--- config.mk ---
export PLATFORM = sky130hd
export DESIGN_NAME = beep_driver
export DESIGN_NICKNAME = d
export VERILOG_FILES = /design/src/rtl/beep_driver_pkg.sv /design/src/rtl/beep_driver_tone_gen.sv /design/src/rtl/beep_driver.sv
export SDC_FILE = /design/constraint.sdc
export NUM_CORES = 1
export LEC_CHECK = 0
export CORE_MARGIN = 3
export CORE_UTILIZATION = 50
export DETAILED_ROUTE_END_ITERATION = 8
export DONT_BUFFER_PORTS = 1
export GPL_ROUTABILITY_DRIVEN = 0
export GPL_TIMING_DRIVEN = 0
export PLACE_DENSITY = 0.7
export SLEW_MARGIN = 10
export SYNTH_ARGS = -nofsm -noshare
export SYNTH_HDL_FRONTEND = slang
export SYNTH_SLANG_ARGS = --single-unit
--- constraint.sdc ---
create_clock -name clk -period 3.4 [get_ports clk]
set_clock_uncertainty 0.05 [all_clocks]
set_input_delay 0.34 -clock clk [delete_from_list [all_inputs] [get_ports clk]]
set_output_delay 0.34 -clock clk [all_outputs]
set_load 0.005 [all_outputs]
--- src/rtl/beep_driver_pkg.sv ---
// Shared definitions for the beep driver: FSM state encoding and counter sizing.
// Latency: n/a (types and constant functions only).
// Backpressure: n/a.
package beep_pkg;

    typedef enum logic [1:0] {
        ST_IDLE = 2'd0,
        ST_ON   = 2'd1,
        ST_OFF  = 2'd2
    } beep_state_t;

    // Width of a down-counter that must hold the larger of the two phase lengths
    function automatic int cnt_width(input int on_cycles, input int off_cycles);
        int longest;
        longest = (on_cycles > off_cycles) ? on_cycles : off_cycles;
        return (longest < 1) ? 1 : $clog2(longest + 1);
    endfunction

endpackage

--- src/rtl/beep_driver_tone_gen.sv ---
// Tone generator: square wave that toggles every TONE_DIV cycles while enabled.
// Latency: output registered; restart makes it high on the following cycle.
// Backpressure: none; forced low whenever en is low.
module tone_gen #(
    parameter int TONE_DIV = 25000
) (
    input  logic clk,
    input  logic reset,
    input  logic en,
    input  logic restart,
    output logic tone
);

    localparam int DW = (TONE_DIV < 2) ? 1 : $clog2(TONE_DIV + 1);
    localparam logic [DW-1:0] DIV_LAST = DW'(TONE_DIV - 1);

    logic [DW-1:0] div_cnt;

    // Divider plus toggle flop; restart aligns the wave to start high on each beep
    always_ff @(posedge clk) begin
        if (reset || !en) begin
            tone    <= 1'b0;
            div_cnt <= '0;
        end else if (restart) begin
            tone    <= 1'b1;
            div_cnt <= '0;
        end else if (div_cnt == DIV_LAST) begin
            tone    <= ~tone;
            div_cnt <= '0;
        end else begin
            div_cnt <= div_cnt + DW'(1);
        end
    end

endmodule

--- src/rtl/beep_driver.sv ---
// Beep driver: turns one-cycle trig pulses into fixed ON pulses with a fixed OFF gap; tone via BEEP_DRIVER_TONE_EN.
// Latency: out rises exactly 1 cycle after trig when idle; all outputs registered.
// Backpressure: trigs during a beep queue up to MAX_PEND; beyond that they are dropped and flagged on dropped.
module beep_driver #(
    parameter int ON_CYCLES  = 50000000,
    parameter int OFF_CYCLES = 25000000,
    parameter int MAX_PEND   = 3,
    parameter int TONE_DIV   = 25000
) (
    input  logic                            clk,
    input  logic                            reset,
    input  logic                            trig,
    output logic                            out,
    output logic                            busy,
    output logic [$clog2(MAX_PEND+1)-1:0]   pending,
    output logic                            dropped
);

    import beep_pkg::*;

    localparam int CW = cnt_width(ON_CYCLES, OFF_CYCLES);
    localparam int PW = $clog2(MAX_PEND + 1);

    localparam logic [CW-1:0] ON_LOAD  = CW'(ON_CYCLES - 1);
    localparam logic [CW-1:0] OFF_LOAD = CW'(OFF_CYCLES - 1);
    localparam logic [PW-1:0] PEND_MAX = PW'(MAX_PEND);

    beep_state_t   state, state_n;
    logic [CW-1:0] cnt, cnt_n;
    logic [PW-1:0] pend_n, pend_sum;
    logic          q_inc, drop_n;

    // Next-state decode; a trig on the final OFF cycle is folded into the queue
    // before the dequeue decision so it can start the next beep without an IDLE gap.
    // A full queue drops the request even on the final OFF cycle.
    always_comb begin
        state_n  = state;
        cnt_n    = cnt;
        pend_n   = pending;
        q_inc    = trig && (state != ST_IDLE) && (pending != PEND_MAX);
        drop_n   = trig && (state != ST_IDLE) && (pending == PEND_MAX);
        pend_sum = pending + PW'(q_inc);
        case (state)
            ST_IDLE: begin
                if (trig) begin
                    state_n = ST_ON;
                    cnt_n   = ON_LOAD;
                end
            end
            ST_ON: begin
                pend_n = pend_sum;
                if (cnt == '0) begin
                    state_n = ST_OFF;
                    cnt_n   = OFF_LOAD;
                end else begin
                    cnt_n = cnt - CW'(1);
                end
            end
            ST_OFF: begin
                if (cnt == '0) begin
                    if (pend_sum != '0) begin
                        state_n = ST_ON;
                        cnt_n   = ON_LOAD;
                        pend_n  = pend_sum - PW'(1);
                    end else begin
                        state_n = ST_IDLE;
                        pend_n  = '0;
                    end
                end else begin
                    cnt_n  = cnt - CW'(1);
                    pend_n = pend_sum;
                end
            end
            default: begin
                state_n = ST_IDLE;
                cnt_n   = '0;
                pend_n  = '0;
            end
        endcase
    end

    // State, counter, queue depth and status flags, all registered together
    always_ff @(posedge clk) begin
        if (reset) begin
            state   <= ST_IDLE;
            cnt     <= '0;
            pending <= '0;
            busy    <= 1'b0;
            dropped <= 1'b0;
        end else begin
            state   <= state_n;
            cnt     <= cnt_n;
            pending <= pend_n;
            busy    <= (state_n != ST_IDLE);
            dropped <= drop_n;
        end
    end

`ifdef BEEP_DRIVER_TONE_EN
    logic tone_en, tone_restart;
    assign tone_en      = (state_n == ST_ON);
    assign tone_restart = (state_n == ST_ON) && (state != ST_ON);

    tone_gen #(
        .TONE_DIV (TONE_DIV)
    ) u_tone (
        .clk     (clk),
        .reset   (reset),
        .en      (tone_en),
        .restart (tone_restart),
        .tone    (out)
    );
`else
    // Steady drive level for the whole ON phase
    always_ff @(posedge clk) begin
        if (reset) begin
            out <= 1'b0;
        end else begin
            out <= (state_n == ST_ON);
        end
    end
`endif

endmodule

# After elaboration in Yosys (flattened, before gate mapping)
# Cells that the tools add are included.
dict set report word_totals {
  reg_bits 33
  output_inout_bits 5
  in_bits 3
  wordCells 38
}
dict set report classes {
  add_sub_neg 3
  muxes 13
  n_eq_ne 7
  n_reduce_logical 9
}
# cell count
set op_table {}
lappend op_table {{26-bit two-way mux} 4}
lappend op_table {{26-bit case mux with 3 select lines} 1}
lappend op_table {{26-bit zero test} 1}
lappend op_table {{26-bit by 1-bit subtractor with 26-bit output, second input constant} 1}
lappend op_table {{2-bit case mux with 3 select lines} 2}
lappend op_table {{2-bit two-way mux} 5}
lappend op_table {{2-bit nonzero test} 3}
lappend op_table {{2-bit by 1-bit == test with 1-bit output, second input constant} 2}
lappend op_table {{2-bit == test, second input constant} 2}
lappend op_table {{2-bit inequality test, second input constant} 2}
lappend op_table {{1-bit logical AND} 3}
lappend op_table {{3-bit inequality test, second input constant} 1}
lappend op_table {{2-bit by 1-bit adder with 2-bit output} 1}
lappend op_table {{2-bit zero test} 1}
lappend op_table {{2-bit AND reduction} 1}
lappend op_table {{2-bit by 1-bit subtractor with 2-bit output, second input constant} 1}
lappend op_table {{1-bit two-way mux} 1}

# Logic depth before layout (Yosys ltp)
# Gate-level depths: netlist (run 1).
dict set report depth {
  word_depth 9
  mapped_depth 14
  mapped_depth_nobuf 12
}

# Worst setup path after synthesis (run 1)
# OpenSTA, ideal clock, no wires.
dict set report synth_path {
  kind {register to register}
  startpoint {register state[0]}
  endpoint {register cnt[21]}
  required_ns 3.233
  setup_ns 0.117
  setup_slack_ns 0.736
  path_buffers 2
  period_less_slack_ns 2.664
  arrival_ns 2.497
  stages_incl_launch_ff 14
  cell_sequence {dfxtp_1 inv_1 ha_1 clkbuf_1 inv_1 nand2_1 a21oi_1 ha_1 nor3_1 a31o_4 a21oi_2 buf_6 a21o_1 a22o_1}
}
dict set report synth_via {
  elab_chain_len 7
  word_cells_on_any_way 12
  classes_between {add/sub: 1; eq/ne: 4; mux: 1; reduce/logical: 6}
}
# item line_no
set synth_rtl {}
lappend synth_rtl {{start: declaration} beep_driver.sv:28} ;# beep_state_t state, state_n;
lappend synth_rtl {{start signal: assignment} beep_driver.sv:91} ;# state <= state_n;
lappend synth_rtl {{2-bit nonzero test} beep_driver.sv:40} ;# q_inc = trig && (state != ST_IDLE) && (pending != PEND_MAX);
lappend synth_rtl {{1-bit logical AND (2 in a row)} beep_driver.sv:40}
lappend synth_rtl {{2-bit by 1-bit adder with 2-bit output} beep_driver.sv:42} ;# pend_sum = pending + PW'(q_inc);
lappend synth_rtl {{2-bit nonzero test} beep_driver.sv:61} ;# if (pend_sum != '0) begin
lappend synth_rtl {{3-bit inequality test (no line)} n/a}
lappend synth_rtl {{2-bit AND reduction (no line)} n/a}
lappend synth_rtl {{end signal: assignment} beep_driver.sv:92} ;# cnt <= cnt_n;
lappend synth_rtl {{end: declaration} beep_driver.sv:29} ;# logic [CW-1:0] cnt, cnt_n;
# Parallel ways exist; a longest one is shown, timed or not.
# A chain may end at the register's enable or synchronous reset.

# Final worst setup path (run 1)
dict set report layout_path {
  startpoint {register state[0]}
  endpoint {register cnt[10]}
}
# The elaborated chain is that of the path after synthesis.

==> impl_metrics.yaml, run 1 <==
clocking:
  cts_resized: 0
  numCtsBuffers: 5
  postCtsSetupBuffers: 0
  cts_tree: "done"
  cts_sinks: 33
  cts-root-buf: "clkbuf_8"
  clock_latency_ns: 0.29
  hold_buffers: 0
  clock_path_buffers: 2
  htree_num_levels: 2
  cts.clk_slew.worst_paths_ns: 0.07
layout:
  final_nets: 272
  final_cells: 312
  antennaDiodeCount: 0
  area_growth_pct: 8.60
  layout-drive-gt1-share: 0.114
setup_path:
  cp_data_arrival_time_ns: 3.28
  reg2reg_from: "state[0]"
  cp.depth: 13
  cpPeakStageDelay_ns: 0.43
  worstReg2RegEnd: "cnt[10]"
  critPathLaunch: "state[0]"
  cp-endpoint: "cnt[10]"
  worst-path-buf-inv: 3
  path_class: "flop to flop"
  cp-end-kind: "flop"
  worstPathCellList: "inv_1 > ha_1 > clkbuf_1 > inv_1 > nand2_1 > a21oi_1 > ha_1 > xor2_1 > nor3_2 > nand3_2 > nand3_1 > or4_1 > a21oi_1"
  critPathLaunchType: "flop"
  critPathMaxFanout: 8
  r2r_cells: 13
  crit_slowest_cell: "or4_1"
  required_ns: 3.57
  crit_family: "simple AND/OR/NAND/NOR gates"
  r2r_setup_slack_ns: 0.28
timing:
  setup-violations-final: 0
  fin_tns_setup_ns: 0
  hold_viol: 0
  maxSlewHeadroom: 0.561
  worst_slew_pin_slew_ns: 0.654
  finalCritPeriodShare: 0.916
  maxSlewViolCount: 0
  final.min_clock_period_ns: 3.12
  fin_ws_ns: 0.284
  rsz0062_at_grt: "false"
  fmax_mhz: 321
logic_synthesis:
  ys_async_sr_fraction: 0
  ys_warn_count: 0
  synthFlopType: "dfxtp_1"
  syn-cell-area_um2: 2110
  synth_seq_cells: 33
  synth.distinct_cells: 61
  syn-instance-count: 256
  synth_edf_count: 0
  yosysSeqAreaShare: 0.313
  mappedNetlistNets: 265
  avgSynthCellArea_um2: 8.24
status:
  outcome: "finished, final reports clean"
global_routing:
  grt_pass1_wl_um: 9090
  grt_pass1_vias: 1868
  grt_use_total: 0.225
  antenna_found_initial: 0
  gr-total-overflow: 0
  grt_max_degree: 11
power:
  power_leakage_uw: 0.000884
  ir_drop_mv: 0.261
  cellPowerDensity_nw_per_um2: 506
drt:
  vias_per_cell: 6.43
  wl_per_cell_um: 16.6
  ant_nets: 0
  drtIter0Drc: 185
  routed_wl_um: 5170
  first_pass_iters: 4
  vias: 2006
  drc: 0
floorplan:
  coreArea_um2: 3850
  rows: 22
  initial_core_util: 0.547
  ios: 8
  dieHeight_um: 71.0
  dieArea_um2: 5030
  dieWidth_um: 71.0
run:
  maxCapViolations: 0
place:
  dp_slack_ns: 0.175
  placed_cells: 304
  dp_hpwl_um: 3850
  portBuffers: 0
hold_path:
  hp-class: "input port to flop"
cell type report:
type / instances / area [µm²]
fill: 373 / 1560
buffer: 10 / 58.8
tap: 48 / 60.1
inverter: 14 / 52.6
clock buffer: 7 / 86.3
sequential: 33 / 661
clock inverter: 1 / 30.0
multi-input combinational: 199 / 1340
how the worst min path moves through the flow:
stage,startpoint,end,slack [ns],depth (start not counted)
5_1_grt,trig,dropped,0.18,2
3_3_place_gp,cnt[11],cnt[11],0.39,2
3_5_place_dp,cnt[11],cnt[11],0.40,2
6_report,trig,dropped,0.16,2
4_1_cts,trig,dropped,0.16,2
2_1_floorplan,cnt[6],cnt[6],0.38,2
flip-flops by register name (all words and copies together) (netlist names):
| signal | count |
|---|---|
| busy | 1 |
| out | 1 |
| pending | 2 |
| dropped | 1 |
| cnt | 26 |
| state | 2 |
metrics by stage:
step | hold slack [ns] | area, µm² | util | total power [µW]
finish | 0.164 | 2290 | 0.594 | 1160
floorplan | 0.379 | 2110 | - | 709
detailed placement | 0.400 | 2170 | 0.563 | 775
CTS | 0.158 | 2290 | 0.593 | 1160
global placement | 0.395 | 2170 | 0.563 | 773
global route | 0.181 | 2290 | 0.594 | 1220
power by group:
part	total, µW	internal (µW)	switching (µW)	leakage, µW
Sequential	473	427	45.8	0.000272
Clock	385	239	146	0.0000585
Combinational	300	114	187	0.000553
layer usage:
layer	global-route usage	routed length (µm)	part of all wire
met5	0	0	0
met4	0.0772	95	0.018
met2	0.338	2270	0.44
met1	0.318	2470	0.48
met3	0.0497	337	0.065
Yosys cell counts, drive strengths merged, types with 2 or more instances:
cell / n / area, µm²
a31oi: 10 / 62.6
nor4: 7 / 73.8
o31ai: 6 / 63.8
a22oi: 2 / 20.0
nor2b: 4 / 25.0
o211ai: 4 / 30.0
xor2: 4 / 35.0
buf: 4 / 35.0
nor3b: 2 / 15.0
or3: 4 / 25.0
o22ai: 3 / 25.0
a21oi: 12 / 75.1
nor2: 23 / 103
a21o: 6 / 45.0
nand2b: 2 / 12.5
a22o: 7 / 61.3
o21ai: 16 / 80.1
o2bb2ai: 2 / 17.5
ha: 6 / 75.1
nand3: 9 / 50.1
a31o: 3 / 35.0
dfxtp: 33 / 661
inv: 14 / 52.6
nor3: 14 / 80.1
clkbuf: 6 / 23.8
nand2: 25 / 93.8
and3: 2 / 12.5
or4: 10 / 82.6
worst reg2reg max path: stages (launching register included):
cell and delay, ns:
dfxtp_1 0.40, inv_1 0.10, ha_1 0.20, clkbuf_1 0.21, inv_1 0.28, nand2_1 0.13
a21oi_1 0.14, ha_1 0.21, xor2_1 0.29, nor3_2 0.11, nand3_2 0.18, nand3_1 0.16
or4_1 0.43, a21oi_1 0.16
logic make-up after synthesis:
family,synth area share
compound gates,0.296
buf+inv,0.0528
mux,0.00475
xor+xnor,0.0166
fa+ha+maj,0.0356
simple gates,0.281
flops,0.313
cell usage in the layout (no fill, tap or decap), drive strengths merged, types with 2 or more instances in the layout:
master,instances
dfxtp,33
nand2,25
nor2,23
o21ai,16
inv,14
nor3,14
clkbuf,13
a21oi,12
a31oi,10
or4,10
nand3,9
a22o,7
nor4,7
a21o,6
ha,6
o31ai,6
xor2,4
nor2b,4
or3,4
o211ai,4
buf,4
o22ai,3
a31o,3
nand2b,2
and3,2
nor3b,2
o2bb2ai,2
a22oi,2
Power figures use the tool's default switching activity.
==> run 2: changes to the inputs <==
--- a/config.mk
+++ b/config.mk
@@ -5,6 +5,7 @@
 export SDC_FILE = /design/constraint.sdc
 export NUM_CORES = 1
 export LEC_CHECK = 0
+export CAP_MARGIN = 20
 export CORE_MARGIN = 3
 export CORE_UTILIZATION = 50
 export DETAILED_ROUTE_END_ITERATION = 8
==> results of run 2 <==
Final layout, timing and power as in run 1 (identical DEF).
==> run 3: changes to the inputs <==
--- a/config.mk
+++ b/config.mk
@@ -13,6 +13,7 @@
 export GPL_ROUTABILITY_DRIVEN = 0
 export GPL_TIMING_DRIVEN = 0
 export PLACE_DENSITY = 0.7
+export SKIP_LAST_GASP = 1
 export SLEW_MARGIN = 10
 export SYNTH_ARGS = -nofsm -noshare
 export SYNTH_HDL_FRONTEND = slang
==> results of run 3 <==
Final layout, timing and power as in run 1 (identical DEF).
